### config.mk
export PLATFORM = sky130hd
export DESIGN_NAME = fetch_sequencer
export DESIGN_NICKNAME = d
export VERILOG_FILES = /design/src/rtl/fetch_pkg.sv /design/src/rtl/fetch_fifo.sv /design/src/rtl/fetch_sequencer.sv
export SDC_FILE = /design/constraint.sdc
export NUM_CORES = 1
export LEC_CHECK = 0
export CORE_ASPECT_RATIO = 1.5
export CORE_UTILIZATION = 50
export CTS_BUF_LIST = sky130_fd_sc_hd__clkbuf_4 sky130_fd_sc_hd__clkbuf_8 sky130_fd_sc_hd__clkbuf_16
export CTS_CLUSTER_DIAMETER = 80
export DETAILED_ROUTE_END_ITERATION = 8
export PLACE_DENSITY = 0.89
export SYNTH_ARGS = -nofsm -noshare
export SYNTH_HDL_FRONTEND = slang
export SYNTH_SLANG_ARGS = --single-unit
### constraint.sdc
create_clock -name clk -period 7.3 [get_ports clk]
set_clock_uncertainty 0.05 [all_clocks]
set_input_delay 0.73 -clock clk [delete_from_list [all_inputs] [get_ports clk]]
set_output_delay 0.73 -clock clk [all_outputs]
set_load 0.01 [all_outputs]
### src/rtl/fetch_pkg.sv
// fetch_pkg: types and constants shared by the fetch sequencer and its FIFO.
package fetch_pkg;

  localparam logic [31:0] INSTR_BYTES = 32'd4;

  typedef enum logic {
    IDLE = 1'b0,
    RUN  = 1'b1
  } fetch_state_t;

  typedef struct packed {
    logic [31:0] pc;
    logic [31:0] instr;
  } fetch_entry_t;

endpackage

### src/rtl/fetch_fifo.sv
// fetch_fifo: parametric synchronous FIFO of fetch entries with push, pop and flush.
// Head is presented straight from storage; flush empties it in one cycle.
module fetch_fifo
  import fetch_pkg::*;
#(
  parameter int DEPTH = 2
) (
  input  logic         clk,
  input  logic         reset_n,
  input  logic         i_push,
  input  fetch_entry_t i_data,
  input  logic         i_pop,
  input  logic         i_flush,
  output fetch_entry_t o_head,
  output logic         o_full,
  output logic         o_empty
);

  localparam int PTR_W = $clog2(DEPTH);

  fetch_entry_t     r_mem [DEPTH];
  logic [PTR_W:0]   r_wr_ptr;
  logic [PTR_W:0]   r_rd_ptr;
  logic             w_do_push;
  logic             w_do_pop;

  assign o_empty = (r_wr_ptr == r_rd_ptr);
  assign o_full  = (r_wr_ptr[PTR_W] != r_rd_ptr[PTR_W]) &&
                   (r_wr_ptr[PTR_W-1:0] == r_rd_ptr[PTR_W-1:0]);

  // A push into a full FIFO is legal only when the head leaves in the same cycle.
  assign w_do_pop  = i_pop && !o_empty;
  assign w_do_push = i_push && (!o_full || w_do_pop);

  assign o_head = r_mem[r_rd_ptr[PTR_W-1:0]];

  always_ff @(posedge clk or negedge reset_n) begin
    if (!reset_n) begin
      r_wr_ptr <= '0;
      r_rd_ptr <= '0;
    end else if (i_flush) begin
      r_wr_ptr <= '0;
      r_rd_ptr <= '0;
    end else begin
      if (w_do_push) r_wr_ptr <= r_wr_ptr + {{PTR_W{1'b0}}, 1'b1};
      if (w_do_pop)  r_rd_ptr <= r_rd_ptr + {{PTR_W{1'b0}}, 1'b1};
    end
  end

  always_ff @(posedge clk) begin
    if (w_do_push && !i_flush) r_mem[r_wr_ptr[PTR_W-1:0]] <= i_data;
  end

endmodule

### src/rtl/fetch_sequencer.sv
// fetch_sequencer: owns the PC, reads async imem and queues {pc, instr} toward decode.
// Defining FETCH_PERF_EN adds push and stall counters on io_perf_fetched/io_perf_stalled.
//   state | meaning
//   IDLE  | no fetching; queued entries still drain to decode
//   RUN   | one fetch per cycle while the FIFO has room (or its head leaves)
module fetch_sequencer
  import fetch_pkg::*;
#(
  parameter logic [31:0] RESET_PC   = 32'h0000_0000,
  parameter int          ADDR_W     = 10,
  parameter int          FIFO_DEPTH = 2
) (
  input  logic              clk,
  input  logic              reset_n,
  input  logic              io_enable,
  output logic [ADDR_W-1:0] io_imem_addr,
  input  logic [31:0]       io_imem_data,
  input  logic              io_redirect_valid,
  input  logic [31:0]       io_redirect_pc,
  output logic              io_out_valid,
  input  logic              io_out_ready,
  output logic [31:0]       io_out_pc,
  output logic [31:0]       io_out_instr,
  output logic              io_misalign
`ifdef FETCH_PERF_EN
  ,
  output logic [31:0]       io_perf_fetched,
  output logic [31:0]       io_perf_stalled
`endif
);

  fetch_state_t r_state;
  fetch_state_t w_state_nxt;
  logic [31:0]  r_pc;
  logic         r_misalign;
  logic         w_push;
  logic         w_pop;
  logic         w_full;
  logic         w_empty;
  fetch_entry_t w_head;
  fetch_entry_t w_push_data;

  assign w_pop       = !w_empty && io_out_ready;
  assign w_push_data = '{pc: r_pc, instr: io_imem_data};

  always_ff @(posedge clk or negedge reset_n) begin
    if (!reset_n) r_state <= IDLE;
    else          r_state <= w_state_nxt;
  end

  // A redirect freezes the state and suppresses the fetch for that cycle.
  always_comb begin
    w_state_nxt = r_state;
    w_push      = 1'b0;
    if (!io_redirect_valid) begin
      case (r_state)
        IDLE: if (io_enable) w_state_nxt = RUN;
        RUN: begin
          if (!io_enable) w_state_nxt = IDLE;
          w_push = !w_full || w_pop;
        end
        default: w_state_nxt = IDLE;
      endcase
    end
  end

  always_ff @(posedge clk or negedge reset_n) begin
    if (!reset_n) begin
      r_pc       <= RESET_PC;
      r_misalign <= 1'b0;
    end else begin
      if (io_redirect_valid) begin
        r_pc <= {io_redirect_pc[31:2], 2'b00};
        if (io_redirect_pc[1:0] != 2'b00) r_misalign <= 1'b1;
      end else if (w_push) begin
        r_pc <= r_pc + INSTR_BYTES;
      end
    end
  end

  fetch_fifo #(.DEPTH(FIFO_DEPTH)) u_fifo (
    .clk     (clk),
    .reset_n (reset_n),
    .i_push  (w_push),
    .i_data  (w_push_data),
    .i_pop   (w_pop),
    .i_flush (io_redirect_valid),
    .o_head  (w_head),
    .o_full  (w_full),
    .o_empty (w_empty)
  );

  assign io_imem_addr = r_pc[ADDR_W+1:2];
  assign io_out_valid = !w_empty;
  assign io_out_pc    = w_head.pc;
  assign io_out_instr = w_head.instr;
  assign io_misalign  = r_misalign;

`ifdef FETCH_PERF_EN
  logic [31:0] r_perf_fetched;
  logic [31:0] r_perf_stalled;

  always_ff @(posedge clk or negedge reset_n) begin
    if (!reset_n) begin
      r_perf_fetched <= '0;
      r_perf_stalled <= '0;
    end else begin
      if (w_push) r_perf_fetched <= r_perf_fetched + 32'd1;
      if ((r_state == RUN) && w_full && !w_pop) r_perf_stalled <= r_perf_stalled + 32'd1;
    end
  end

  assign io_perf_fetched = r_perf_fetched;
  assign io_perf_stalled = r_perf_stalled;
`endif

endmodule

==> impl_metrics.json <==
{
  "status": "completed",
  "cp.arrival_ns": 2.47,
  "drt_wl_total_um": 13700,
  "synth_flop_cell": "edfxtp_1",
  "slowest_stage": "buf_4",
  "dr.pass1.iters": 5,
  "setup_viol": 0,
  "ys_seq_elements": 160,
  "peakVddDrop_v": 0.000219,
  "start_util_pct": 52.0,
  "clockBufferDepth": 2,
  "grt_max_degree": 63,
  "pwr-share-comb_pct": 23.3,
  "postSynthAreaPerCell_um2": 15.0,
  "cts_max_level": 4,
  "worst-slew-pin-transition_ns": 0.859,
  "r2r_cells": 5,
  "seq_area_frac_synth_pct": 70.4,
  "wl_per_cell_um": 18.4,
  "worst_r2r_endpoint": "r_pc[31]",
  "power.total_uw": 2750,
  "maxCapViolations": 0,
  "cts_resized": 0,
  "hpwl_um": 9080,
  "die_area_mm2": 0.0136,
  "gp_congestion": 0.839,
  "slew_violations": 0,
  "core_area_mm2": 0.0126,
  "drc_errors": 0,
  "crit_fanout": 62,
  "num_rows": 50,
  "drtAntennaViolNets": 0,
  "final_nets": 647,
  "post-cts-setup-buffer-count": 0,
  "cts_num_sinks": 160,
  "cts_root_buf": "clkbuf_16",
  "netSwitchingPower_uw": 666,
  "met3_usage_pct": 4.43,
  "gr-total-overflow": 0,
  "fmax_mhz": 308,
  "rsz0062_at_grt": "no",
  "path_buf_inv": 2,
  "leakagePower_uw": 0.00303,
  "area_growth_pct": 33.2,
  "diodes": 0,
  "routed_via_density": 5.42,
  "final_hold_viol_count": 0,
  "grt_pass1_wl_um": 21400,
  "io_pins": 145,
  "drive_gt1_share_pct": 18.5,
  "fin_crit_sh_pct": 44.5,
  "synth_area_mm2": 0.00657,
  "seq_power_share_pct": 40.8,
  "p_per_area_mw_per_mm2": 314,
  "use_met2_pct": 37.6,
  "top_usage_layer": "met2",
  "path_cells": "buf_4, mux2_2, clkdlybuf4s50_1",
  "netlist.area_leader.share_pct": 56.7,
  "ys_warn_count": 0,
  "slowest_delay_ns": 0.65,
  "met1_usage_pct": 24.7,
  "die_w_um": 95.6,
  "fin_crit_ns": 3.25,
  "crit_path_end_kind": "primary output",
  "synth_cell_types": 34,
  "yosys-top-cells-area": "edfxtp_1, dfrtp_1, mux2_2, xnor2_1, o21ai_0",
  "tritoncts": "yes",
  "placed_area_mm2": 0.00809,
  "ctsHoldBuffers": 0,
  "crit_path_start_kind": "flip-flop",
  "clkTransAtPathRegs_ns": 0.06,
  "vias": 4042,
  "drt_iter0_markers": 173,
  "clock_latency_ns": 0.42,
  "port_buffers": 142,
  "min_path_type": "in2async",
  "yosysTopAreaCell": "edfxtp_1",
  "grt_antenna_before_repair": 0,
  "pwr-share-clk_pct": 35.8,
  "required_ns": 6.52,
  "synthTopCellsByCount": "edfxtp_1, mux2_2, dfrtp_1",
  "reg2reg_slack_ns": 4.84,
  "async_reset_ff_share_pct": 22.5,
  "finalCoreUtilization_pct": 69.3,
  "yosysMostFrequentCell": "edfxtp_1",
  "swShare_pct": 24.2,
  "synth_edf_count": 124,
  "r2r-start": "r_pc[6]",
  "syn_inst": 438,
  "p_int_uw": 2080,
  "criticalPathCategory": "reg2out",
  "cts_inserted_buffers": 17,
  "grt_util_all_layers_pct": 21.6,
  "fin_tns_setup_ns": 0,
  "place_inst": 714,
  "stdcell_area_mm2": 0.00875,
  "slew_headroom_pct": 42.8,
  "grt_pass1_vias": 4304,
  "cp_top_family": "buffers and inverters",
  "die_h_um": 142,
  "layoutNonFillerInstCount": 746
}
[metal layers]
metal | share of wire (%) | up-vias
met5 | 0 | -
met2 | 55 | 138
met4 | 3.3 | 0
li1 | - | 1892
met3 | 4.5 | 33
met1 | 38 | 1979
[layout make-up]
class                           instances  area, um^2
Sequential cell                       160        4630
Tap cell                              156         195
Clock inverter                         12         214
Fill cell                             884        3880
Clock buffer                           20         448
Multi-Input combinational cell        245        1790
Inverter                                5        18.8
Timing Repair Buffer                  148        1460
[registers in the layout (all words and copies together), names as in the netlist]
signal,count
io_misalign,1
u_fifo.r_rd_ptr,2
u_fifo.r_mem,124
r_pc,30
r_state,1
u_fifo.r_wr_ptr,2
[cell usage in the layout, fill, tap and decap left out, types with 7 or more instances in the layout]
master and count:
nand2_1 34, mux2_2 66, clkbuf_16 17, xnor2_1 22, o21ai_0 27, clkdlybuf4s50_1 141
dfrtp_1 35, nand3_1 14, nor2_1 18, xor2_1 7, nor4_1 10, edfxtp_1 124
[metrics by stage]
stage,hold WS (ns),setup WS [ns]
floorplan,0.384,1.31
global placement,0.403,4.42
detailed placement,0.402,4.41
CTS,0.383,4.02
global route,0.423,3.94
finish,0.360,4.05
[worst max-delay path by stage]
stage	start	to	cells past startpoint	slack, ns
final	u_fifo.r_rd_ptr[0]	io_out_pc[22]	3	4.05
after global routing	u_fifo.r_rd_ptr[0]	io_out_pc[19]	3	3.94
after CTS	u_fifo.r_rd_ptr[0]	io_out_pc[22]	3	4.02
after detailed placement	io_out_ready	r_pc[31]	6	4.41
after global placement	io_out_ready	r_pc[31]	6	4.42
after floorplan	io_redirect_valid	u_fifo.r_mem[1][0]	3	1.31
[kinds of logic after synthesis]
logic type      synth area share, %
flops                          70.4
simple gates                   8.49
mux                            11.5
compound gates                 2.88
buf+inv                        2.67
xor+xnor                       3.87
fa+ha+maj                     0.190
other cells                  0.0571
[power by group through the flow]
| stage | registers, uW | clock network [uW] | logic [uW] |
|---|---|---|---|
| after CTS | 1120 | 998 | 653 |
| after global placement | 1130 | 0 | 636 |
| final | 1120 | 986 | 641 |
| after global routing | 1130 | 1040 | 687 |
| after floorplan | 1130 | 0 | 342 |
| after detailed placement | 1140 | 0 | 649 |
Power figures use the tool's default switching activity.
